File: config.mk
export PLATFORM = sky130hd
export DESIGN_NAME = alu_sequencer
export DESIGN_NICKNAME = d
export VERILOG_FILES = /design/src/rtl/alu_pkg.sv /design/src/rtl/alu_core.sv /design/src/rtl/alu_sequencer.sv
export SDC_FILE = /design/constraint.sdc
export NUM_CORES = 1
export LEC_CHECK = 0
export ABC_CLOCK_PERIOD_IN_PS = 6100
export CORE_MARGIN = 2
export CORE_UTILIZATION = 60
export CTS_CLUSTER_SIZE = 40
export DETAILED_ROUTE_END_ITERATION = 12
export HOLD_SLACK_MARGIN = 0.1
export PLACE_DENSITY_LB_ADDON = 0.05
export SLEW_MARGIN = 15
export SYNTH_ARGS = -nofsm -noshare
export SYNTH_HDL_FRONTEND = slang
export SYNTH_SLANG_ARGS = --single-unit
File: constraint.sdc
create_clock -name clk -period 6.1 [get_ports clk]
set_clock_uncertainty 0.2 [all_clocks]
set_input_delay 1.22 -clock clk [delete_from_list [all_inputs] [get_ports clk]]
set_output_delay 1.22 -clock clk [all_outputs]
set_load 0.01 [all_outputs]
File: src/rtl/alu_pkg.sv
// Shared types for the 6-bit ALU sequencer slice.
// Widths, opcode and state encodings, operand bundle.
package alu_pkg;

  localparam int DATA_W = 6;
  localparam int OP_W   = 4;

  typedef enum logic [OP_W-1:0] {
    OP_PASS_A = 4'h0,
    OP_PASS_B = 4'h1,
    OP_INC_A  = 4'h2,
    OP_INC_B  = 4'h3,
    OP_DEC_A  = 4'h4,
    OP_DEC_B  = 4'h5,
    OP_ADD    = 4'h6,
    OP_SUB    = 4'h7,
    OP_AND    = 4'h8,
    OP_OR     = 4'h9,
    OP_XOR    = 4'hA,
    OP_NOT_A  = 4'hB,
    OP_SHL    = 4'hC,
    OP_SHR    = 4'hD,
    OP_MAX    = 4'hE,
    OP_MIN    = 4'hF
  } alu_op_e;

  typedef enum logic [1:0] {
    S_IDLE = 2'd0,
    S_EXEC = 2'd1,
    S_RESP = 2'd2
  } seq_state_e;

  typedef struct packed {
    alu_op_e           op;
    logic [DATA_W-1:0] a;
    logic [DATA_W-1:0] b;
  } opnd_t;

endpackage

File: src/rtl/alu_core.sv
// Combinational 6-bit ALU core.
// Carry is the 7th bit of sums/differences (borrow for subtracts).
module alu_core
  import alu_pkg::*;
(
  input  logic [DATA_W-1:0] a,
  input  logic [DATA_W-1:0] b,
  input  alu_op_e           op,
  output logic [DATA_W-1:0] y,
  output logic              carry
);

  logic [DATA_W:0] aw;
  logic [DATA_W:0] bw;
  logic [DATA_W:0] tmp;

  assign aw = {1'b0, a};
  assign bw = {1'b0, b};

  always_comb begin
    y     = '0;
    carry = 1'b0;
    tmp   = '0;
    unique case (op)
      OP_PASS_A: y = a;
      OP_PASS_B: y = b;
      OP_INC_A: begin
        tmp   = aw + 7'd1;
        y     = tmp[DATA_W-1:0];
        carry = tmp[DATA_W];
      end
      OP_INC_B: begin
        tmp   = bw + 7'd1;
        y     = tmp[DATA_W-1:0];
        carry = tmp[DATA_W];
      end
      OP_DEC_A: begin
        tmp   = aw - 7'd1;
        y     = tmp[DATA_W-1:0];
        carry = tmp[DATA_W];
      end
      OP_DEC_B: begin
        tmp   = bw - 7'd1;
        y     = tmp[DATA_W-1:0];
        carry = tmp[DATA_W];
      end
      OP_ADD: begin
        tmp   = aw + bw;
        y     = tmp[DATA_W-1:0];
        carry = tmp[DATA_W];
      end
      OP_SUB: begin
        tmp   = aw - bw;
        y     = tmp[DATA_W-1:0];
        carry = tmp[DATA_W];
      end
      OP_AND:   y = a & b;
      OP_OR:    y = a | b;
      OP_XOR:   y = a ^ b;
      OP_NOT_A: y = ~a;
      OP_SHL: begin
        y     = {a[DATA_W-2:0], 1'b0};
        carry = a[DATA_W-1];
      end
      OP_SHR:   y = {1'b0, a[DATA_W-1:1]};
      OP_MAX:   y = (a > b) ? a : b;
      OP_MIN:   y = (a < b) ? a : b;
    endcase
  end

endmodule

File: src/rtl/alu_sequencer.sv
// Command/response front end for the 6-bit ALU core.
// One op in flight: accept, execute, hold result until consumed.
module alu_sequencer
  import alu_pkg::*;
(
  input  logic              clk,
  input  logic              rst_n,
  input  logic              cmd_valid,
  output logic              cmd_ready,
  input  logic [OP_W-1:0]   cmd_op,
  input  logic [DATA_W-1:0] cmd_a,
  input  logic [DATA_W-1:0] cmd_b,
  input  logic              cmd_use_acc,
  output logic              res_valid,
  input  logic              res_ready,
  output logic [DATA_W-1:0] res_data,
  output logic              res_zero,
  output logic              res_carry,
  output logic [DATA_W-1:0] acc,
  output logic [7:0]        op_count
);

  seq_state_e        state;
  seq_state_e        state_nx;
  opnd_t             opnd;
  logic [DATA_W-1:0] a_sel;
  logic [DATA_W-1:0] core_y;
  logic              core_c;
  logic              accept;

  assign a_sel  = cmd_use_acc ? acc : cmd_a;
  assign accept = (state == S_IDLE) && cmd_valid;

  alu_core u_core (
    .a     (opnd.a),
    .b     (opnd.b),
    .op    (opnd.op),
    .y     (core_y),
    .carry (core_c)
  );

  always_ff @(posedge clk or negedge rst_n) begin
    if (!rst_n) state <= S_IDLE;
    else        state <= state_nx;
  end

  always_comb begin
    state_nx  = state;
    cmd_ready = 1'b0;
    res_valid = 1'b0;
    unique case (state)
      S_IDLE: begin
        cmd_ready = 1'b1;
        if (cmd_valid) state_nx = S_EXEC;
      end
      S_EXEC: state_nx = S_RESP;
      S_RESP: begin
        res_valid = 1'b1;
        if (res_ready) state_nx = S_IDLE;
      end
      default: state_nx = S_IDLE;
    endcase
  end

  always_ff @(posedge clk or negedge rst_n) begin
    if (!rst_n) begin
      opnd      <= '0;
      res_data  <= '0;
      res_zero  <= 1'b0;
      res_carry <= 1'b0;
      acc       <= '0;
      op_count  <= '0;
    end else begin
      if (accept) begin
        opnd <= '{op: alu_op_e'(cmd_op),
                  a:  a_sel,
                  b:  cmd_b};
      end
      if (state == S_EXEC) begin
        res_data  <= core_y;
        res_zero  <= (core_y == '0);
        res_carry <= core_c;
        acc       <= core_y;
      end
      // op_count counts consumed responses, not accepted commands
      if (state == S_RESP && res_ready) begin
        op_count <= op_count + 8'd1;
      end
    end
  end

endmodule

-- Word-level counts from Yosys, hierarchy flattened
Index checks and enable logic that the tools add are counted.
- flip-flop bits (word level): 34
- input port bits: 21
- output and inout port bits: 24
- word-level logic and storage cells: 56
- add/sub/neg operators: 7
- order comparisons: 2
- equal/unequal tests: 19
- muxes and demuxes: 10
- bitwise gates (word level): 4
- reductions and logical operators: 6
- operators by type and width (cell ; number):
    6-bit one-hot mux with 16 select lines ; 1
    4-bit == test, second input constant ; 8
    6-bit two-way mux ; 3
    4-bit by 3-bit == test with 1-bit output, second input constant ; 4
    6-bit by 1-bit adder with 7-bit output, second input constant ; 2
    6-bit by 1-bit subtractor with 7-bit output, second input constant ; 2
    8-bit by 1-bit adder with 8-bit output, second input constant ; 1
    4-bit by 2-bit == test with 1-bit output, second input constant ; 2
    6-bit by 6-bit adder with 7-bit output ; 1
    1-bit one-hot mux with 7 select lines ; 1
    6-bit by 6-bit subtractor with 7-bit output ; 1
    6-bit AND ; 1
    6-bit > comparator ; 1
    6-bit logical NOT ; 1
    6-bit less-than comparator ; 1
    6-bit inverter ; 1
    6-bit bitwise OR ; 1
    2-bit one-hot mux with 3 select lines ; 1
    6-bit bitwise XOR ; 1
    4-bit by 1-bit == test with 1-bit output, second input constant ; 1
    4-bit logical NOT ; 1
    2-bit two-way mux ; 2
    2-bit inequality test, second input constant ; 2
    2-bit by 1-bit == test with 1-bit output, second input constant ; 1
    other kinds (5) ; 7

-- Depth between registers and ports, before layout
Gate-level depths: netlist of run 1.
- depth in word-level cells: 4
- mapped depth: 13
- gate-level depth less buffers: 12

-- Hierarchy
From an unflattened synthesis of run 1, not the netlist that was laid out.
- cell total of the unflattened synthesis: 427
- area, all modules: 3438.3 sq um
- modules (own cells, without submodules) (module ; instances ; cells each ; area an instance (sq um) ; seq. area each (sq um)):
    alu_core ; 1 ; 302 ; 1948.1 ; 0.0
    alu_sequencer ; 1 ; 125 ; 1490.2 ; 850.8

-- Least setup slack after synthesis of run 1
OpenSTA, ideal clock, no wires.
- path kind: register -> register
- start point: reg opnd[1] (netlist bit)
- end point: reg res_zero
- setup time: 0.122 ns
- arrival: 2.727 ns
- required time: 5.778 ns
- setup slack: 3.051 ns
- cell stages (with the launch flop): 11
- buffers on the path: 0
- cells stage by stage: dfrtp_1 > inv_1 > ha_1 > or4_1 > o31ai_2 > a211oi_1 > a2111oi_4 > a211o_2 > nand4b_1 > a211oi_1 > a32o_1
- word-level cells in the longest chain between the ends: 4
- RTL lines (item ; line ; text):
    start, declared ; alu_sequencer.sv:25 ; opnd_t opnd;
    start signal, assigned ; alu_sequencer.sv:75 ; opnd <= '{op: alu_op_e'(cmd_op),
    6-bit less-than comparator / 6-bit > comparator (equally long branches) ; alu_core.sv:67, alu_core.sv:66 ;
    6-bit two-way mux, on equally long branches ; alu_core.sv:67, alu_core.sv:66 ;
    6-bit one-hot mux with 16 select lines * ; alu_core.sv:24 ; unique case (op)
    6-bit logical NOT * ; alu_sequencer.sv:81 ; res_zero <= (core_y == '0);
    end signal, assigned ; alu_sequencer.sv:81 ;
    end, declared ; alu_sequencer.sv:17 ; output logic res_zero,
Every way passes the cells marked *; elsewhere a longest branch is shown, timed or not.
A chain may end at the register's enable or synchronous reset.

-- Worst setup path after layout of run 1
- start point: reg opnd[7] (netlist bit)
- end point: reg res_zero
Same word-level chain as after synthesis.

==> qor.txt, run 1 <==
Hold Fails Final Rpt -> 0
via count -> 3472
Req. time, crit path -> 6080 ps
CORE AREA -> 0.00557 mm2
clock tree buffer depth -> 2
crit path max fanout -> 13
NumNets Final -> 485
Mapped Area -> 0.00352 mm2
hpwl dp -> 7660 um
wire length per cell -> 20.9 um
CTS Buf Count -> 5
DRT antenna net count -> 0
CTS root buf -> clkbuf_8
most frequent cell after synthesis -> nand2_1
post-CTS setup buffers -> 0
number of DRC markers in iteration 0 -> 420
die area -> 0.00650 mm2
cts hold-fix bufs -> 0
Sink Count -> 34
# rows -> 27
synth warn -> 0
Synth top cells by count -> nand2_1 (37), dfrtp_1 (34), nor2_1 (28)
fill count -> 466
fraction of registers with async set/reset -> 1.00
Resized Gates After CTS -> 0
IO Port Bufs -> 44
Worst VDD drop -> 463 uV
RePlAce Congestion -> 1.02
Mapped Cells -> 418
synth top area cells -> dfrtp_1 (24%), ha_1 (8.2%), nand2_1 (3.9%)
Worst-path clk slew -> 80 ps
register bit total from synthesis -> 34
crit path DAT -> 3720 ps
Synth top area share -> 0.241
count of final setup violators -> 0
Main synth FF type -> dfrtp_1
PwrDens -> 655 mW/mm2
outcome -> completed
Worst Hold Class -> reg2reg
grt ovf -> 0
Synth area leader -> dfrtp_1
H-tree depth -> 2
vias in the first global route -> 3142
post-synthesis area per instance -> 8.43 um2
final wirelength -> 10700 um
initial antenna violation count -> 0
GRT Total Usage -> 0.337
final setup TNS -> 0 ps
area delta synth->final -> 13.3%
RSZ-0062 raised after global routing -> no
fin crit share -> 0.613
Initial Utilization -> 0.632
Slew headroom -> 0.274
fin. max-slew vios -> 0
IO Count -> 45
placed cell area -> 0.00385 mm2
share of layout cells above drive strength 1 -> 0.0841
Final Cell Area -> 0.00399 mm2
DR vias/cell -> 6.78
worst-skew pair later-pin latency -> 300 ps
# Max-Cap Violations -> 0
Yosys cell types -> 76
ant diodes -> 0
Post-synth EDFFs -> 0
first-pass GRT wire length -> 16500 um
Peak Freq -> 267 MHz
CP Class -> reg2reg
Pre-antenna DRT Iters -> 5
DRC errors left -> 0
largest net degree at the start of global routing -> 35
CP startpoint kind -> flip-flop
die height -> 80.6 um
Die Wd -> 80.6 um
min cycle time layout -> 3740 ps
CP endpoint kind -> flip-flop
Static Leak -> 1.62 nW
total power -> 2.61 mW
CTS tree -> done
WHS -> 284 ps
sequential share of the synthesized area -> 0.241
Mapped Nets -> 464
Worst-Margin Slew -> 1070 ps
cells by family (layout without fill, tap and decap cells):
logic type | after synthesis | after routing | share of synthesized area
muxes | 16 | 16 | 0.0515
buffers and inverters | 59 | 81 | 0.0959
adders and majority gates | 25 | 25 | 0.0930
and+or+nand+nor | 144 | 144 | 0.221
DFF | 34 | 34 | 0.241
AOI/OAI and AO/OA | 122 | 122 | 0.253
xor gates and xnor gates | 18 | 18 | 0.0447
placed cells by master, fill, tap and decap left out, drive strengths merged, types with 3 or more instances in the layout:
cell type,instances
nand4,3
o221ai,3
a32oi,4
nand3,14
a2bb2oi,3
o22ai,4
and2,4
nor3,8
o31ai,7
inv,23
buf,6
nor2b,6
a21oi,24
a221o,5
nor4,5
a211oi,7
o21ai,26
a22oi,5
nand2,37
nand3b,4
and3,7
ha,23
a31oi,4
xor2,7
or4,3
dfrtp,34
nor2,30
o32ai,3
xnor2,11
mux2i,11
mux2,4
a22o,3
a21boi,4
clkdlybuf4s50,44
nand2b,13
a221oi,6
clkbuf,5
area by class of cell:
class	instances	area [um2]	share of cell area
clock buffers	5	68.8	0.0172
well taps	72	90.1	0.0226
multi-input cells	325	2340	0.587
flip-flops and latches	34	851	0.213
inverters	23	86.3	0.0216
repair buffers	50	485	0.122
clock inverters	3	68.8	0.0172
final timing paths:
path	start	end	slack [ps]	cells past startpoint
hold reg to reg	op_count[7]	op_count[7]	280	1
hold / removal	op_count[7]	op_count[7]	280	1
min in group asynchronous	rst_n	opnd[4]	1140	2
setup reg to reg	opnd[7]	res_zero	2360	10
max in group asynchronous	rst_n	opnd[7]	4240	2
setup / recovery	opnd[7]	res_zero	2360	10
routing by layer:
layer / global-route usage / wire, um
met4: 0.142 / 391
met1: 0.436 / 4260
met3: 0.0820 / 1140
met2: 0.535 / 4900
met5: 0 / 0
through the flow:
step | worst slack, ps | util | std cells
6_report | 2360 | 0.716 | 512
5_1_grt | 2290 | 0.716 | 512
4_1_cts | 2470 | 0.715 | 512
3_5_place_dp | 2520 | 0.690 | 504
3_3_place_gp | 2520 | 0.690 | 504
2_1_floorplan | 3050 | - | 418
state kept, by name, indices dropped and copies added (netlist names):
name / cells
state: 2
res_zero: 1
res_carry: 1
op_count: 8
acc: 6
opnd: 16
where the power goes:
| group | total, mW | switching, mW | internal, mW |
|---|---|---|---|
| clock | 0.254 | 0.0902 | 0.164 |
| combinational | 1.83 | 1.07 | 0.754 |
| sequential | 0.534 | 0.217 | 0.318 |
| total | 2.61 | 1.38 | 1.24 |
critical path: stages (launching register included):
cell and delay (ps):
dfrtp_1 690, inv_1 270, ha_1 390, or4_1 580
o31ai_2 240, a211oi_1 110, a2111oi_4 390, o21ai_0 180
o2111ai_1 230, a211oi_1 80, a32o_1 260
(Power assumes the default switching activity.)
==> run 2, diff against run 1 <==
Settings changed: ABC_CLOCK_PERIOD_IN_PS 6100 to 3400, CORE_UTILIZATION 60 to 51.
Clock period 6.1 ns to 3.4 ns, I/O delays scaled along.
==> run 2 against run 1 <==
Utilization shrank 9.1 points. Die area up 17%. Final area increased by 5.7%. Total power up 92%. Combinational power rose by 100%. Clock power rose by 86%. Via count rose by 3.3%. Hold slack worse by 29 ps. Fmax is 13% higher. Sequential share of layout area fell by 1.1 points. Sequential cell count unchanged. Setup slack worse by 2300 ps. Critical endpoint unchanged.
==> qor.txt, run 2 (synthesized netlist as in run 1, its figures left out) <==
area delta synth->final -> 19.8%
Multi-input gate area -> 0.00234 mm2 (about the same)
hpwl dp -> 8730 um (+14%)
grt ovf -> 0 (unchanged)
FF-to-FF setup slack -> 100 ps (-2260 ps)
Slew headroom -> 0.468 (+0.194)
GRT Total Usage -> 0.311 (-0.0263)
Most common cell on crit path -> a211oi_1
count of final setup violators -> 0 (unchanged)
slowest CP cell -> ha_1
final setup TNS -> 0 ps (unchanged)
DR vias/cell -> 6.56 (-3.3%)
slowest stage delay, CP -> 550 ps (-140 ps)
# Max-Cap Violations -> 0 (unchanged)
crit path DAT -> 3280 ps (-440 ps)
PwrDens -> 1190 mW/mm2 (+82%)
clock share of power -> 0.094 (-0.003)
Int Pwr -> 2.47 mW (+100%)
Largest regs -> opnd (16), op_count (8), acc (6)
CTS Buf Count -> 5 (unchanged)
# rows -> 30 (+11%)
register cell area after layout -> 853 um2 (+0.29%)
clock tree buffer depth -> 2 (unchanged)
CP startpoint kind -> flip-flop
Largest delay share family, worst path -> compound AO/OA/AOI/OAI gates
CORE AREA -> 0.00676 mm2 (+21%)
Cell Chain, Critical Path -> inv_1 > ha_1 > inv_1 > a211oi_1 > a211oi_1 > a2111oi_4 > a211o_2 > nand4b_1 > a211oi_1 > a32o_1
RSZ-0062 raised after global routing -> no
Sink Count -> 34 (unchanged)
DRC errors left -> 0 (unchanged)
final wirelength -> 11500 um (+7.8%)
outcome -> completed
worst-skew pair later-pin latency -> 290 ps (about the same)
commonest cells after routing, fill and taps aside -> clkdlybuf4s50_1 (43), nand2_1 (37), dfrtp_1 (32), buf_4 (32), nor2_1 (28)
CP bufs+invs -> 2 (+1)
Logic pwr share -> 0.742 (+0.044)
Hold Fails Final Rpt -> 0 (unchanged)
CTS tree -> done
CTS root buf -> clkbuf_8
CP Class -> reg2reg
H-tree depth -> 2 (unchanged)
NumNets Final -> 512 (+5.6%)
RePlAce Congestion -> 1.02 (-0.30%)
switching share of total power -> 0.509 (-0.0179)
Worst VDD drop -> 711 uV (+53%)
largest net degree at the start of global routing -> 35 (unchanged)
number of DRC markers in iteration 0 -> 362 (-14%)
via count -> 3586 (+3.3%)
first-pass GRT wire length -> 17900 um (+8.4%)
sequential power share -> 0.164 (-0.040)
critical path launch point -> opnd[4]
wire length per cell -> 21.1 um (+0.88%)
crit path max fanout -> 10 (-3)
Peak Freq -> 303 MHz (+13%)
Static Leak -> 1.76 nW (+8.5%)
fin crit share -> 0.971 (+0.358)
Pre-antenna DRT Iters -> 7 (+2)
most common cell after layout, fill and taps aside -> clkdlybuf4s50_1
share of layout cells above drive strength 1 -> 0.146 (+0.0615)
Worst-Margin Slew -> 798 ps (-275 ps)
post-CTS setup buffers -> 0 (unchanged)
Worst Hold Class -> in2async
initial antenna violation count -> 0 (unchanged)
Worst-path clk slew -> 80 ps (about the same)
vias in the first global route -> 3329 (+6.0%)
die height -> 87.1 um (+8.0%)
IO Count -> 45 (unchanged)
Resized Gates After CTS -> 0 (unchanged)
Largest Register -> opnd
launching point of the worst reg2reg path -> opnd[4]
fill count -> 610 (+31%)
Net Sw Power -> 2.56 mW (+86%)
CP endpoint kind -> flip-flop
cts hold-fix bufs -> 0 (unchanged)
Req. time, crit path -> 3380 ps (-2700 ps)
IO Port Bufs -> 44 (unchanged)
min cycle time layout -> 3300 ps (-439 ps)
Initial Utilization -> 0.521 (-0.111)
fin. max-slew vios -> 0 (unchanged)
die area -> 0.00759 mm2 (+17%)
ant diodes -> 0 (unchanged)
Final Util -> 0.625 (-0.0914)
Die Wd -> 87.1 um (+8.0%)
Largest register FFs -> 16 (unchanged)
DRT antenna net count -> 0 (unchanged)
## run 2: power groups by stage
stage               sequential [mW]  clock, mW  combinational (mW)
floorplan                     0.775          0                2.51
global placement              0.815          0                3.58
detailed placement            0.824          0                3.58
CTS                           0.816      0.477                3.62
global route                  0.854      0.489                4.00
finish                        0.826      0.473                3.73
## run 2: path summary, 6_finish.rpt
kind | endpoint | cells past startpoint
worst max-delay path | res_zero | 10
worst min-delay path | opnd[5] | 1
worst max register to register | res_zero | 10
worst min register to register | op_count[7] | 1
max in group asynchronous | opnd[1] | 1
min in group clk | op_count[7] | 1
## run 2: worst reg2reg max path: cells and delay by family, from the launching register on
family / cells / cell delay (ps)
adders and majority gates: 1 / 550
buffers and inverters: 2 / 240
DFF: 1 / 480
AOI/OAI and AO/OA: 6 / 1620
and+or+nand+nor: 1 / 110
## run 2: layout make-up
cell class | count | share of cell area
inverters | 23 | 0.0205
clock inverters | 2 | 0.0142
flip-flops and latches | 34 | 0.202
multi-input cells | 325 | 0.555
repair buffers | 77 | 0.165
well taps | 80 | 0.0237
clock buffers | 6 | 0.0196
## run 2: per-stage QoR
step	setup WS, ps	instance area, um2	power (mW)	hold slack, ps	instances
floorplan	351	3520	3.29	184	418
global placement	256	4070	4.39	264	539
detailed placement	182	4070	4.41	274	539
CTS	165	4210	4.91	283	547
global route	35.3	4220	5.35	297	547
finish	99.3	4220	5.03	255	547
## run 2: per-layer routing
layer / share of wire / wire length (um) / global-route usage
met1: 0.42 / 4860 / 0.432
met2: 0.46 / 5280 / 0.489
met3: 0.086 / 994 / 0.0483
met4: 0.032 / 374 / 0.115
met5: 0 / 0 / 0
